[config.mk]
export PLATFORM = sky130hd
export DESIGN_NAME = ht_table_init_ctrl_flat
export DESIGN_NICKNAME = d
export VERILOG_FILES = /design/src/rtl/hash_table_pkg.sv /design/src/rtl/head_table_if.sv /design/src/rtl/ht_init_counter.sv /design/src/rtl/ht_table_init_ctrl.sv /design/src/flat_wrapper.sv
export SDC_FILE = /design/constraint.sdc
export NUM_CORES = 1
export LEC_CHECK = 0
export CAP_MARGIN = 5
export CELL_PAD_IN_SITES_DETAIL_PLACEMENT = 1
export CELL_PAD_IN_SITES_GLOBAL_PLACEMENT = 2
export CORE_MARGIN = 4
export CORE_UTILIZATION = 17
export CTS_CLUSTER_SIZE = 12
export DETAILED_ROUTE_END_ITERATION = 10
export GPL_TIMING_DRIVEN = 0
export PLACE_DENSITY_LB_ADDON = 0.15
export SLEW_MARGIN = 20
export SYNTH_ARGS = -nofsm -noshare
export SYNTH_HDL_FRONTEND = slang
export SYNTH_SLANG_ARGS = --single-unit
export TNS_END_PERCENT = 1
[constraint.sdc]
create_clock -name clk_i -period 1.8 [get_ports clk_i]
set_input_delay 0.45 -clock clk_i [delete_from_list [all_inputs] [get_ports clk_i]]
set_output_delay 0.45 -clock clk_i [all_outputs]
set_load 0.02 [all_outputs]
[src/rtl/hash_table_pkg.sv]
// Shared hash table types: task/result bundles, data-table word,
// command and result codes, and the init engine state encoding.
package hash_table;

  localparam int KEY_WIDTH        = 16;
  localparam int VALUE_WIDTH      = 16;
  localparam int TABLE_ADDR_WIDTH = 5;
  localparam int BUCKET_WIDTH     = 5;

  typedef enum logic [1:0] {
    OP_SEARCH,
    OP_INSERT,
    OP_DELETE,
    OP_INIT
  } ht_cmd_t;

  typedef enum logic [2:0] {
    SEARCH_FOUND,
    SEARCH_NOT_SUCCESS_NO_ENTRY,
    INSERT_SUCCESS,
    INSERT_NOT_SUCCESS_TABLE_IS_FULL,
    DELETE_SUCCESS,
    DELETE_NOT_SUCCESS_NO_ENTRY,
    INIT_SUCCESS
  } ht_rescode_t;

  typedef struct packed {
    ht_cmd_t                cmd;
    logic [KEY_WIDTH-1:0]   key;
    logic [VALUE_WIDTH-1:0] value;
  } ht_pdata_t;

  typedef struct packed {
    ht_cmd_t                 cmd;
    logic [BUCKET_WIDTH-1:0] bucket;
    ht_rescode_t             rescode;
  } ht_result_t;

  typedef struct packed {
    logic [KEY_WIDTH-1:0]        key;
    logic [VALUE_WIDTH-1:0]      value;
    logic [TABLE_ADDR_WIDTH-1:0] next_ptr;
    logic                        next_ptr_val;
  } ram_data_t;

  typedef enum logic [1:0] {
    IDLE_S,
    RESET_EMPTY_PTR_STORAGE_S,
    INIT_RAMS_S,
    DO_REPORT_S
  } ht_init_state_t;

endpackage

[src/rtl/head_table_if.sv]
// Head table write port: bucket address, head pointer and valid, strobe.
// The init engine drives it through the master modport.
interface head_table_if #(
  parameter int A_WIDTH = hash_table::TABLE_ADDR_WIDTH,
  parameter int B_WIDTH = hash_table::BUCKET_WIDTH
);
  logic [B_WIDTH-1:0] wr_addr;
  logic [A_WIDTH-1:0] wr_data_ptr;
  logic               wr_data_ptr_val;
  logic               wr_en;

  modport master (
    output wr_addr, wr_data_ptr, wr_data_ptr_val, wr_en
  );

  modport slave (
    input wr_addr, wr_data_ptr, wr_data_ptr_val, wr_en
  );
endinterface

[src/rtl/ht_init_counter.sv]
// Clear-sweep address counter for one table: counts 0..DEPTH-1 on writes.
// Ports: clear/stall/active in; cnt, wr_en (write this cycle), done out.
module ht_init_counter #(
  parameter int DEPTH = 16,
  parameter int W     = 6
) (
  input  logic         clk_i,
  input  logic         rst_i,
  input  logic         clear,
  input  logic         stall,
  input  logic         active,
  output logic [W-1:0] cnt,
  output logic         wr_en,
  output logic         done
);

  localparam logic [W-1:0] LAST = W'(DEPTH);

  if (DEPTH < 1 || DEPTH > (2**W) - 1) begin : g_bad_depth
    $error("ht_init_counter: DEPTH out of range for W");
  end

  assign done  = (cnt == LAST);
  assign wr_en = active && !stall && (cnt < LAST);

  always_ff @(posedge clk_i or posedge rst_i) begin
    if (rst_i) begin
      cnt <= '0;
    end else if (clear) begin
      cnt <= '0;
    end else if (wr_en) begin
      cnt <= cnt + 1'b1;
    end
  end

endmodule

[src/rtl/ht_table_init_ctrl.sv]
// Hash table init engine: pulses empty-pointer storage reset, clears head
// and data tables, refills free pointers above RESERVED_PTRS, reports.
// Ports: task/result handshakes, data-table write port, head_table_if
// master, empty-pointer add port, wr_stall_i hold, busy_o, init_done_o.
module ht_table_init_ctrl
  import hash_table::*;
#(
  parameter int A_WIDTH       = TABLE_ADDR_WIDTH,
  parameter int DATA_DEPTH    = 2**A_WIDTH,
  parameter int HEAD_DEPTH    = 2**BUCKET_WIDTH,
  parameter int RESERVED_PTRS = 0,
  parameter bit AUTO_INIT     = 1'b0
) (
  input  logic               clk_i,
  input  logic               rst_i,
  input  ht_pdata_t          task_i,
  input  logic               task_valid_i,
  output logic               task_ready_o,
  output logic [A_WIDTH-1:0] wr_addr_o,
  output ram_data_t          wr_data_o,
  output logic               wr_en_o,
  head_table_if.master       head_table_if,
  input  logic               wr_stall_i,
  output logic               empty_ptr_storage_srst_o,
  output logic [A_WIDTH-1:0] add_empty_ptr_o,
  output logic               add_empty_ptr_en_o,
  output ht_result_t         result_o,
  output logic               result_valid_o,
  input  logic               result_ready_i,
  output logic               busy_o,
  output logic               init_done_o
);

  localparam int CW =
    ((A_WIDTH > BUCKET_WIDTH) ? A_WIDTH : BUCKET_WIDTH) + 1;

  if (DATA_DEPTH < 1 || DATA_DEPTH > 2**A_WIDTH) begin : g_bad_data
    $error("DATA_DEPTH out of range");
  end
  if (HEAD_DEPTH < 1 || HEAD_DEPTH > 2**BUCKET_WIDTH) begin : g_bad_head
    $error("HEAD_DEPTH out of range");
  end
  if (RESERVED_PTRS < 0 || RESERVED_PTRS >= DATA_DEPTH) begin : g_bad_res
    $error("RESERVED_PTRS must be below DATA_DEPTH");
  end

  ht_init_state_t state;
  ht_cmd_t        cmd_q;
  logic           auto_run;
  logic           done_q;

  logic          clear;
  logic          active;
  logic [CW-1:0] h_cnt;
  logic [CW-1:0] d_cnt;
  logic          h_wr;
  logic          d_wr;
  logic          h_done;
  logic          d_done;
  logic          res_ok;

  assign clear  = (state == RESET_EMPTY_PTR_STORAGE_S);
  assign active = (state == INIT_RAMS_S);

  ht_init_counter #(.DEPTH(HEAD_DEPTH), .W(CW)) u_head_cnt (
    .clk_i  (clk_i),
    .rst_i  (rst_i),
    .clear  (clear),
    .stall  (wr_stall_i),
    .active (active),
    .cnt    (h_cnt),
    .wr_en  (h_wr),
    .done   (h_done)
  );

  ht_init_counter #(.DEPTH(DATA_DEPTH), .W(CW)) u_data_cnt (
    .clk_i  (clk_i),
    .rst_i  (rst_i),
    .clear  (clear),
    .stall  (wr_stall_i),
    .active (active),
    .cnt    (d_cnt),
    .wr_en  (d_wr),
    .done   (d_done)
  );

  if (RESERVED_PTRS == 0) begin : g_no_res
    assign res_ok = 1'b1;
  end else begin : g_res
    assign res_ok = (d_cnt >= CW'(RESERVED_PTRS));
  end

  always_ff @(posedge clk_i or posedge rst_i) begin
    if (rst_i) begin
      state    <= AUTO_INIT ? RESET_EMPTY_PTR_STORAGE_S : IDLE_S;
      auto_run <= AUTO_INIT;
      done_q   <= 1'b0;
      cmd_q    <= OP_INIT;
    end else begin
      unique case (state)
        IDLE_S: begin
          if (task_valid_i) begin
            cmd_q    <= task_i.cmd;
            auto_run <= 1'b0;
            state    <= RESET_EMPTY_PTR_STORAGE_S;
          end
        end
        RESET_EMPTY_PTR_STORAGE_S: begin
          done_q <= 1'b0;
          state  <= INIT_RAMS_S;
        end
        INIT_RAMS_S: begin
          if (h_done && d_done) begin
            done_q   <= 1'b1;
            auto_run <= 1'b0;
            state    <= auto_run ? IDLE_S : DO_REPORT_S;
          end
        end
        DO_REPORT_S: begin
          if (result_ready_i) begin
            state <= IDLE_S;
          end
        end
        default: state <= IDLE_S;
      endcase
    end
  end

  assign task_ready_o = (state == IDLE_S);
  assign busy_o       = (state != IDLE_S);
  assign init_done_o  = done_q;

  // Masked by rst_i so an auto-init pulse appears only after release.
  assign empty_ptr_storage_srst_o = clear && !rst_i;

  assign wr_en_o   = d_wr;
  assign wr_addr_o = d_cnt[A_WIDTH-1:0];
  assign wr_data_o = '0;

  assign add_empty_ptr_en_o = d_wr && res_ok;
  assign add_empty_ptr_o    = d_cnt[A_WIDTH-1:0];

  assign head_table_if.wr_en           = h_wr;
  assign head_table_if.wr_addr         = h_cnt[BUCKET_WIDTH-1:0];
  assign head_table_if.wr_data_ptr     = '0;
  assign head_table_if.wr_data_ptr_val = 1'b0;

  assign result_valid_o = (state == DO_REPORT_S);
  assign result_o = '{cmd: cmd_q, bucket: '0, rescode: INIT_SUCCESS};

  logic unused_bits;
  assign unused_bits = ^{task_i.key, task_i.value,
                         h_cnt[CW-1:BUCKET_WIDTH],
                         d_cnt[CW-1:A_WIDTH]};

endmodule

[src/flat_wrapper.sv]
// flat-port wrapper written by rule: the top's interface ports become plain ports
module ht_table_init_ctrl_flat import hash_table::*;
#(
  parameter int A_WIDTH       = TABLE_ADDR_WIDTH,
  parameter int DATA_DEPTH    = 2**A_WIDTH,
  parameter int HEAD_DEPTH    = 2**BUCKET_WIDTH,
  parameter int RESERVED_PTRS = 0,
  parameter bit AUTO_INIT     = 1'b0
)
  (clk_i, rst_i, task_i, task_valid_i, task_ready_o, wr_addr_o, wr_data_o, wr_en_o, wr_stall_i, empty_ptr_storage_srst_o, add_empty_ptr_o, add_empty_ptr_en_o, result_o, result_valid_o, result_ready_i, busy_o, init_done_o, head_table_if_wr_addr, head_table_if_wr_data_ptr, head_table_if_wr_data_ptr_val, head_table_if_wr_en);
  head_table_if #(.A_WIDTH(A_WIDTH)) head_table_if_i ();
  input  logic clk_i;
  input  logic rst_i;
  input  ht_pdata_t task_i;
  input  logic task_valid_i;
  output logic task_ready_o;
  output logic [A_WIDTH-1:0] wr_addr_o;
  output ram_data_t wr_data_o;
  output logic wr_en_o;
  input  logic wr_stall_i;
  output logic empty_ptr_storage_srst_o;
  output logic [A_WIDTH-1:0] add_empty_ptr_o;
  output logic add_empty_ptr_en_o;
  output ht_result_t result_o;
  output logic result_valid_o;
  input  logic result_ready_i;
  output logic busy_o;
  output logic init_done_o;
  output wire logic [$bits(head_table_if_i.wr_addr)-1:0] head_table_if_wr_addr;
  output wire logic [$bits(head_table_if_i.wr_data_ptr)-1:0] head_table_if_wr_data_ptr;
  output wire logic [$bits(head_table_if_i.wr_data_ptr_val)-1:0] head_table_if_wr_data_ptr_val;
  output wire logic [$bits(head_table_if_i.wr_en)-1:0] head_table_if_wr_en;
  assign head_table_if_wr_addr = head_table_if_i.wr_addr;
  assign head_table_if_wr_data_ptr = head_table_if_i.wr_data_ptr;
  assign head_table_if_wr_data_ptr_val = head_table_if_i.wr_data_ptr_val;
  assign head_table_if_wr_en = head_table_if_i.wr_en;
  ht_table_init_ctrl #(.A_WIDTH(A_WIDTH), .DATA_DEPTH(DATA_DEPTH), .HEAD_DEPTH(HEAD_DEPTH), .RESERVED_PTRS(RESERVED_PTRS), .AUTO_INIT(AUTO_INIT)) u_core (.clk_i(clk_i), .rst_i(rst_i), .task_i(task_i), .task_valid_i(task_valid_i), .task_ready_o(task_ready_o), .wr_addr_o(wr_addr_o), .wr_data_o(wr_data_o), .wr_en_o(wr_en_o), .head_table_if(head_table_if_i), .wr_stall_i(wr_stall_i), .empty_ptr_storage_srst_o(empty_ptr_storage_srst_o), .add_empty_ptr_o(add_empty_ptr_o), .add_empty_ptr_en_o(add_empty_ptr_en_o), .result_o(result_o), .result_valid_o(result_valid_o), .result_ready_i(result_ready_i), .busy_o(busy_o), .init_done_o(init_done_o));
endmodule
## After elaboration in Yosys (flattened, before gate mapping)

Index checks and enable logic that the tools add are counted.

- $add $sub $neg: 2
- Magnitude comparators: 2
- Eq/ne operators: 8
- Mux-type cells: 14
- Reduce and logical (&&, ||, !) cells: 17

Operators by type and width:

| operator | number |
|---|---|
| $mux 6 | 4 |
| $add 6x1->6 const B | 2 |
| $eq 6x6->1 const B | 2 |
| $lt 6x6->1 const B | 2 |
| $reduce_bool 2->1 | 5 |
| $mux 2 | 4 |
| $pmux 2 s4 | 1 |
| $reduce_and 3->1 | 2 |
| $logic_and 1x1->1 | 5 |
| $eq 2x2->1 const B | 2 |
| $ne 2x1->1 const B | 2 |
| $pmux 1 s2 | 2 |
| $reduce_and 2->1 | 2 |
| $mux 1 | 3 |
| $eq 2x1->1 const B | 1 |
| $logic_not 1->1 | 2 |
| $logic_not 2->1 | 1 |
| $ne 2x2->1 const B | 1 |

- Register bits after elaboration: 18
- Bits of input ports: 39
- Output and inout port bits: 77
- Logic and storage cells: 49

## Logic depth before layout (Yosys ltp)

Gate-level depths: netlist of the first run.

- Depth after elaboration: 5
- Depth in mapped cells: 6
- Mapped depth without buffers: 6

## By module

Synthesis of the first run repeated with hierarchy kept, for this count alone.

- Cells, all modules: 153
- Area total of the unflattened synthesis: 1463.9 um^2

Modules (own cells, without submodules):

| module | times used | cells an instance | area each (um^2) | seq. area each (um^2) |
|---|---|---|---|---|
| ht_table_init_ctrl | 1 | 89 | 748.2 | 127.6 |
| ht_init_counter | 2 | 32 | 357.8 | 150.1 |

## Worst setup path before layout of the first run

Ideal clock, no wire load.

- Kind: register -> output
- Start point: reg u_core.state[0]
- End point: out wr_en_o
- Arrival: 1359 ps
- Required time: 1350 ps
- Setup slack: -9 ps
- Stages on the path, launching flop included: 5
- Buffers on the path: 1
- Cells stage by stage: dfrtp_1 -> inv_1 -> ha_1 -> nor3b_4 -> buf_4

- Word-level cells in the longest chain between the ends: 3

Ends and longest elaborated chain:

| item | line | text |
|---|---|---|
| from (decl) | ht_table_init_ctrl.sv:47 | `ht_init_state_t state;` |
| from (signal assigned) | ht_table_init_ctrl.sv:95 | `state <= AUTO_INIT ? RESET_EMPTY_PTR_STORAGE_S : IDLE_S;` |
| from (signal assigned) | ht_table_init_ctrl.sv:116 | `state <= auto_run ? IDLE_S : DO_REPORT_S;` |
| $eq 2x2->1 | ht_table_init_ctrl.sv:63 | `assign active = (state == INIT_RAMS_S);` |
| net u_core.active | ht_table_init_ctrl.sv:53 | `logic active;` |
| $logic_and 1x1->1 (2 in series) | ht_init_counter.sv:24 | `assign wr_en = active && !stall && (cnt < LAST);` |
| to (decl) | flat_wrapper.sv:19 | `output logic wr_en_o;` |

The timed path passes the listed nets, and every way through them passes these cells.

## Worst setup path after layout of the first run

Ends and elaborated chain as after synthesis.

==> results.cfg, run 1 <==
[outcome]
status = finished with violations
violations = negative setup slack

[yosys]
synth_commonest_cells = buf_4, dfrtp_1, nor2_1, inv_1, ha_1
synth_edf_count = 0
ys_seq_area_frac = 0.301
yosys.cell_types.count = 21
yosys.area.top_type = buf_4
syn_area_per_cell_um2 = 9.17
synthTopCellsByArea = buf_4, dfrtp_1, ha_1, nor2_1, dfstp_2
synth_seq_cells = 17
synth_ff_type = dfrtp_1
async_flop_share = 1.00
yosys.area.top_type_share = 0.359
syn-instance-count = 155
yosysMostFrequentCell = buf_4
syn_area_mm2 = 0.00142
yosysWarnings = 0

[timing]
setup_tns_ns = -0.0836
setup_viol = 2
timing.fmax_mhz = 540
post-route-period-util = 1.03
relSlewSlack = 0.531
rsz0062_at_grt = yes
hold_viol = 0
maxSlewViolCount = 0
tightest_slew_ns = 0.702
fin_crit_ns = 1.85
clock_skew_ns = 0.00196
fin_ws_ns = -0.0522

[cts]
clock-sinks = 17
clk_pin_slew_worst_paths_ns = 0.07
postCtsHoldBufs = 0
clkLatencyLatePin_ns = 0.25
cts_buffer_depth = 2
cts_tree = yes
root_buffer = clkbuf_8
htreeDepth = 1
cts_made_buffers = 3

[floorplanning]
dieArea_mm2 = 0.00989
die_w_um = 99.4
num_rows = 33
io_pins = 116
core_area_mm2 = 0.00818
die_y_um = 99.4
start_util = 0.174

[layout]
fill_cells = 1004
fin_nets = 297
syn2layout_area_growth_pct = 50.8
drive_gt1_frac = 0.488
num_antenna_cells = 0

[detailed_routing]
wirelength_mm = 3.23
postRouteAntennaNets = 0
drt-initial-drc-count = 15
wire_per_inst_um = 9.14
first_pass_iters = 3
drc = 0
drt-vias-per-instance = 3.07
vias = 1084

[worst_setup_path]
arrival_ns = 1.40
crit_fanout = 4
worst_setup_path_start_kind = flip-flop
critical_path_class = reg2out
worstPathRequired_ns = 1.35
crit_path_end_kind = primary output

[pwr]
power.density_mw_per_mm2 = 1060
power.leakage_nw = 1.18
vdd_ir_drop_max_mv = 0.210

[placement]
routabilityCongestion = 0.685
hpwl_mm = 2.62
pre_cts_slack_ns = -0.783
io_buffers = 31

[worst_hold_path]
holdCritPathClass = reg2reg

[global_routing]
grt-ovfl-total = 0
grt.total_usage = 0.0648
antenna_found_initial = 0
grt_max_degree = 18
grt_first_pass_wirelength_mm = 5.31
grt_pass1_vias = 1132

[run]
maxCapViolCount = 0
## cell families (layout without fill, tap and decap cells)
kind of cell               Yosys count  in the layout  synth area share
AOI/OAI and AO/OA                    9              9            0.0387
muxes                                3              3            0.0238
buffers and inverters               80            123             0.391
DFF                                 17             17             0.301
and+or+nand+nor                     27             27             0.112
other                                2             52           0.00528
xor gates and xnor gates             8              8            0.0493
adders and majority gates            9              9            0.0792
## stage by stage
step                 util  cell area, um2  std cells  hold WS (ns)  power, mW
floorplan               -            1610        205         0.375       1.45
global placement    0.251            2050        341         0.532       1.89
detailed placement  0.251            2050        341         0.540       1.89
CTS                 0.258            2110        350         0.552       2.24
global route        0.262            2140        353         0.599       2.50
finish              0.262            2140        353         0.545       2.28
## final cells by class
class                   count  area, um2  share of cell area
clock buffers               4       45.0              0.0210
multi-input cells         108        663               0.309
well taps                 105        131              0.0613
repair buffers             39        312               0.145
inverters                  11       41.3              0.0193
flip-flops and latches     17        433               0.202
plain buffers              69        518               0.242
## final timing paths
check                                                     start  slack (ns)                                   end  depth (start not counted)
max reg2reg                u_core.u_data_cnt.cnt[0]$_DFFE_PP0P_        0.09           u_core.state[1]$_DFFE_PP0P_                          6
min in group asynchronous                                 rst_i        0.64        u_core.init_done_o$_DFFE_PP0P_                          2
min                              u_core.init_done_o$_DFFE_PP0P_        0.55        u_core.init_done_o$_DFFE_PP0P_                          2
min reg2reg                      u_core.init_done_o$_DFFE_PP0P_        0.55        u_core.init_done_o$_DFFE_PP0P_                          2
max                                 u_core.state[0]$_DFFE_PP0P_       -0.05                               wr_en_o                          5
max in group asynchronous                                 rst_i        0.67  u_core.u_data_cnt.cnt[0]$_DFFE_PP0P_                          2
## metal layers
metal	vias to the layer above	wire length [um]	global-route usage
li1	557	-	-
met1	477	1420	0.0876
met2	46	1510	0.103
met3	4	269	0.0175
met4	0	26	0.0158
met5	-	0	0
## flip-flops by register name, indices dropped and copies added, names as in the netlist
| signal | count |
|---|---|
| u_core.init_done_o | 1 |
| u_core.u_head_cnt.cnt | 6 |
| u_core.cmd_q | 2 |
| u_core.u_data_cnt.cnt | 6 |
| u_core.state | 2 |
## layout by cell type (no fill, tap or decap), drive strengths merged
master         count
conb              52
clkbuf             6
nor2              15
a31oi              2
a21oi              5
o22ai              1
buf               97
nor3b              2
dfrtp             15
xor2               4
nand4              3
dfstp              2
nand2              3
and4               2
inv               11
mux2               3
dlygate4sd2        3
xnor2              4
ha                 9
clkdlybuf4s50      6
o32a               1
nor4b              2
## worst max-delay path, stage by stage, from the launching register on
cell and delay (ns):
dfrtp_1 0.42, inv_2 0.10, ha_4 0.15, nor3b_4 0.24
buf_6 0.13, buf_6 0.10
## what timing repair did
item / CTS / global route
gates resized for setup: 57 / 8
pin swaps: 1 / 2
buffers inserted: 5 / 3
setup endpoints to repair: 27 / 8
## power by group
group	switching (mW)	internal, mW	total [mW]
sequential	0.0987	0.492	0.591
clock	0.131	0.157	0.288
combinational	0.707	0.694	1.40
total	0.937	1.34	2.28
No activity file was read; power rests on OpenSTA's default activity.
==> run 2, diff against run 1 <==
--- a/config.mk
+++ b/config.mk
@@ -6,10 +6,8 @@
 export NUM_CORES = 1
 export LEC_CHECK = 0
 export CAP_MARGIN = 5
-export CELL_PAD_IN_SITES_DETAIL_PLACEMENT = 1
-export CELL_PAD_IN_SITES_GLOBAL_PLACEMENT = 2
 export CORE_MARGIN = 4
-export CORE_UTILIZATION = 17
+export CORE_UTILIZATION = 33
 export CTS_CLUSTER_SIZE = 12
 export DETAILED_ROUTE_END_ITERATION = 10
 export GPL_TIMING_DRIVEN = 0
==> constraint.sdc (replaced) <==
create_clock -name clk_i -period 2.09 [get_ports clk_i]
set_input_delay 0.5225 -clock clk_i [delete_from_list [all_inputs] [get_ports clk_i]]
set_output_delay 0.5225 -clock clk_i [all_outputs]
set_load 0.02 [all_outputs]
==> results.cfg, run 2 (same netlist as run 1, synthesis figures left out) <==
[outcome]
status = finished, final reports clean

[worst_hold_path]
hp-start = u_core.init_done_o$_DFFE_PP0P_
whs_path_depth = 2
hold_end = u_core.init_done_o$_DFFE_PP0P_
holdCritPathClass = reg2reg

[layout]
num_antenna_cells = 0
final_cells = 295
drive_gt1_frac = 0.363
layout_common_cells = buf_4, conb_1, clkdlybuf4s50_1
biggestRegsByFlops = u_core.u_data_cnt.cnt x6, u_core.u_head_cnt.cnt x6
syn2layout_area_growth_pct = 44.6
layout_commonest_cell = buf_4
fin_nets = 294

[placement]
placed_cells = 286
hpwl_mm = 2.08
io_buffers = 31
routabilityCongestion = 0.724

[global_routing]
grt_max_degree = 18
grt.total_usage = 0.0891
grt_first_pass_wirelength_mm = 3.73
antenna_found_initial = 0
grt-ovfl-total = 0
grt_pass1_vias = 843

[detailed_routing]
wirelength_mm = 2.48
wl_met3_um = 255
wl_met2_mm = 1.19
postRouteAntennaNets = 0
drc = 0
top_layer = met4
met1_length_um = 996
drt-initial-drc-count = 34
vias = 1033
drt-vias-per-instance = 3.50
wire_per_inst_um = 8.42
first_pass_iters = 4

[floorplanning]
die_y_um = 73.6
io_pins = 116
core_area_mm2 = 0.00409
dieArea_mm2 = 0.00542
die_w_um = 73.6
num_rows = 23
start_util = 0.348

[pwr]
power.leakage_nw = 1.14
finalPower_mw = 1.84
vdd_ir_drop_max_mv = 0.433
power.density_mw_per_mm2 = 893

[worst_setup_path]
reg2reg_from = u_core.state[0]$_DFFE_PP0P_
arrival_ns = 1.46
path_cells = ha_1, clkdlybuf4s50_1
worstPathRequired_ns = 1.57
crit_path_end_kind = primary output
crit_fanout = 4
rrSetupSlack_ns = 0.30
critical_path_class = reg2out
critical_path.max_stage_delay_ns = 0.61
cp_slowest_cell = clkdlybuf4s50_1
worst_setup_path_start_kind = flip-flop
ff2ff_path_depth = 9
r2r-end = u_core.u_data_cnt.cnt[3]$_DFFE_PP0P_

[timing]
timing.fmax_mhz = 504
hold_viol = 0
relSlewSlack = 0.564
clock_skew_ns = 0.00291
fin_crit_ns = 1.98
tightest_slew_ns = 0.654
rsz0062_at_grt = no
post-route-period-util = 0.948
maxSlewViolCount = 0
setup_tns_ns = 0
setup_viol = 0

[cts]
clkLatencyLatePin_ns = 0.25
clk_pin_slew_worst_paths_ns = 0.06
cts_tree = yes
htreeDepth = 1
root_buffer = clkbuf_8
clock-sinks = 17
cts_buffer_depth = 2
cts_made_buffers = 3

[run]
maxCapViolCount = 0
-- run 2: changes by cell type in the layout (fill, tap and decap cells not counted), sizes merged --
cell / before / now
clkdlybuf4s50: 6 / 24
buf: 97 / 76
-- run 2: cell type report --
cell class / instances / area [um2]
tap: 50 / 62.6
buffer: 69 / 514
sequential: 17 / 428
inverter: 11 / 41.3
clock buffer: 4 / 45.0
fill: 409 / 2030
multi-input combinational: 108 / 638
timing repair buffer: 36 / 327
-- run 2: per-stage QoR --
| stage | utilization | hold WS (ns) | instance area, um2 | setup WS [ns] |
|---|---|---|---|---|
| floorplan | - | 0.447 | 1610 | 0.208 |
| global placement | 0.485 | 0.522 | 1980 | -0.631 |
| detailed placement | 0.485 | 0.533 | 1980 | -0.632 |
| CTS | 0.501 | 0.543 | 2050 | -0.00685 |
| global route | 0.503 | 0.569 | 2060 | 0.0285 |
| finish | 0.503 | 0.537 | 2060 | 0.108 |
-- run 2: worst max path at each step --
stage,depth (start not counted),from,slack (ns),to
final,2,u_core.state[1]$_DFFE_PP0P_,0.11,result_valid_o
after global routing,2,u_core.state[1]$_DFFE_PP0P_,0.03,result_valid_o
after CTS,4,u_core.state[0]$_DFFE_PP0P_,-0.007,head_table_if_wr_en
after detailed placement,4,wr_stall_i,-0.63,wr_en_o
after global placement,4,wr_stall_i,-0.63,wr_en_o
after floorplan,4,u_core.state[0]$_DFFE_PP0P_,0.21,wr_en_o
-- run 2: where the power goes --
part	internal, mW	total [mW]	leakage (nW)	switching (mW)
registers	0.421	0.502	0.224	0.0812
logic	0.542	1.09	0.891	0.551
clock network	0.135	0.241	0.0228	0.106
-- run 2: timing repair --
action,CTS,global route
setup buffers,4,1
cloned,0,0
hold buffers,0,0
gates resized for setup,14,6
pin swaps,2,0
endpoints found under the setup margin,6,4
-- run 2: layer usage --
layer	GRT usage	vias to the layer above
li1	-	555
met3	0.0342	2
met5	0	-
met4	0.0362	0
met1	0.115	428
met2	0.133	48
-- run 2: critical path: cells and delay by family (launching register included) --
kind,cells,cell delay [ns]
adder cells (fa/ha/maj),1,0.19
buffers and inverters,1,0.61
flip-flops,1,0.42
==> run 3, diff against run 2 <==
--- a/config.mk
+++ b/config.mk
@@ -5,9 +5,10 @@
 export SDC_FILE = /design/constraint.sdc
 export NUM_CORES = 1
 export LEC_CHECK = 0
-export CAP_MARGIN = 5
+export CAP_MARGIN = 20
 export CORE_MARGIN = 4
 export CORE_UTILIZATION = 33
+export CTS_BUF_LIST = sky130_fd_sc_hd__clkbuf_16
 export CTS_CLUSTER_SIZE = 12
 export DETAILED_ROUTE_END_ITERATION = 10
 export GPL_TIMING_DRIVEN = 0
==> results.cfg, run 3 (same netlist as run 1, synthesis figures left out) <==
[outcome]
status = finished, final reports clean

[timing]
relSlewSlack = 0.564
fin_ws_ns = 0.0828
timing.fmax_mhz = 498
clock_skew_ns = 0.00128
fin_hold_ws_ns = 0.539
hold_viol = 0
fin_crit_ns = 2.01
maxSlewViolCount = 0
post-route-period-util = 0.960
setup_viol = 0
tightest_slew_ns = 0.653
rsz0062_at_grt = yes

[pwr]
pwr-share-clk = 0.190
finalPower_mw = 1.95
switching_power_mw = 0.742
seq_power_share = 0.255
power.leakage_nw = 1.16
combPwrFrac = 0.554
p_sw_frac = 0.380
p_int_mw = 1.21
vdd_ir_drop_max_mv = 0.554
power.density_mw_per_mm2 = 938

[worst_setup_path]
worst_setup_path_start_kind = flip-flop
cpMostUsedCell = buf_4
path_cells = inv_2, ha_2, nor3b_4, buf_4, buf_4
ff2ff_path_depth = 9
worstPathRequired_ns = 1.57
crit_fanout = 5
rrSetupSlack_ns = 0.25
cp_top_family = flip-flops
critical_path.max_stage_delay_ns = 0.42
crit_path_end_kind = primary output
cp.depth = 5
critical_path_class = reg2out
path_buf_inv = 3
arrival_ns = 1.48
cp_slowest_cell = dfrtp_1

[layout]
num_antenna_cells = 0
layout_commonest_cell = buf_4
design_area_mm2 = 0.00208
fill_cells = 404
drive_gt1_frac = 0.359
syn2layout_area_growth_pct = 46.7
biggestRegsByFlops = u_core.u_data_cnt.cnt x6, u_core.u_head_cnt.cnt x6
layout_common_cells = buf_4, conb_1, clkdlybuf4s50_1
fin_nets = 294

[placement]
routabilityCongestion = 0.724
pre_cts_slack_ns = -0.632
io_buffers = 31
hpwl_mm = 2.08
placed_area_mm2 = 0.00198

[floorplanning]
num_rows = 23
die_w_um = 73.6
core_area_mm2 = 0.00409
dieArea_mm2 = 0.00542
die_y_um = 73.6
start_util = 0.348
io_pins = 116

[detailed_routing]
first_pass_iters = 4
vias = 1032
wirelength_mm = 2.49
drc = 0
postRouteAntennaNets = 0
drt-initial-drc-count = 31
wire_per_inst_um = 8.42
drt-vias-per-instance = 3.50

[cts]
clkLatencyLatePin_ns = 0.24
cts_buffer_depth = 2
cts_tree = yes
postCtsHoldBufs = 0
clock-sinks = 17
root_buffer = clkbuf_16
clk_pin_slew_worst_paths_ns = 0.05
htreeDepth = 1
cts_made_buffers = 3

[global_routing]
grt_first_pass_wirelength_mm = 3.71
grt_max_degree = 18
use_met2 = 0.132
use_met3 = 0.0342
busiest_layer = met2
grt_pass1_vias = 841
grt.met1_usage = 0.115
grt.total_usage = 0.0896
antenna_found_initial = 0
grt-ovfl-total = 0

[worst_hold_path]
whs_path_depth = 2
holdCritPathClass = reg2reg

[run]
maxCapViolCount = 0
run 3: layer usage:
metal	routed length, um	up-vias
met4	39	0
met5	0	-
li1	-	554
met1	996	428
met3	262	2
met2	1190	48
run 3: final cells by class:
type	instances	area [um2]	area share
timing repair buffer	36	332	0.159
sequential	17	428	0.205
inverter	11	41.3	0.0198
buffer	69	514	0.247
clock buffer	3	75.1	0.0360
clock inverter	1	3.75	0.00180
multi-input combinational	108	628	0.301
tap	50	62.6	0.0300
run 3: power by group through the flow:
stage          Sequential (mW)  Combinational [mW]  Clock (mW)
2_1_floorplan            0.513               0.732           0
3_3_place_gp             0.502                1.08           0
3_5_place_dp             0.503                1.08           0
4_1_cts                  0.498                1.09       0.382
5_1_grt                  0.513                1.19       0.396
6_report                 0.499                1.08       0.372
run 3: metrics by stage:
stage / util / std cells / setup TNS, ns
after detailed placement: 0.485 / 286 / -1.78
after global routing: 0.510 / 295 / -0.0141
after floorplan: - / 205 / 0
after global placement: 0.485 / 286 / -1.78
final: 0.510 / 295 / 0
after CTS: 0.509 / 294 / 0
run 3: final timing paths:
check                                                     from                              endpoint
worst max-delay path               u_core.state[0]$_DFFE_PP0P_                               wr_en_o
worst min-delay path            u_core.init_done_o$_DFFE_PP0P_        u_core.init_done_o$_DFFE_PP0P_
worst max register to register     u_core.state[0]$_DFFE_PP0P_  u_core.u_data_cnt.cnt[3]$_DFFE_PP0P_
worst min register to register  u_core.init_done_o$_DFFE_PP0P_        u_core.init_done_o$_DFFE_PP0P_
max in group asynchronous                                rst_i  u_core.u_data_cnt.cnt[1]$_DFFE_PP0P_
min in group asynchronous                                rst_i           u_core.state[0]$_DFFE_PP0P_
run 3: timing repair:
item	CTS	global route
setup buffers	4	1
setup endpoints to repair	6	4
endpoints found under the hold margin	0	0
pin swaps	2	0
gates resized for setup	14	4
run 3: worst register-to-register path, stage by stage (launching register included):
cell	delay [ns]
dfrtp_1	0.42
inv_2	0.09
ha_2	0.21
nor3b_4	0.25
buf_4	0.15
buf_4	0.10
buf_4	0.10
and4_1	0.22
xnor2_1	0.12
nor2_1	0.05
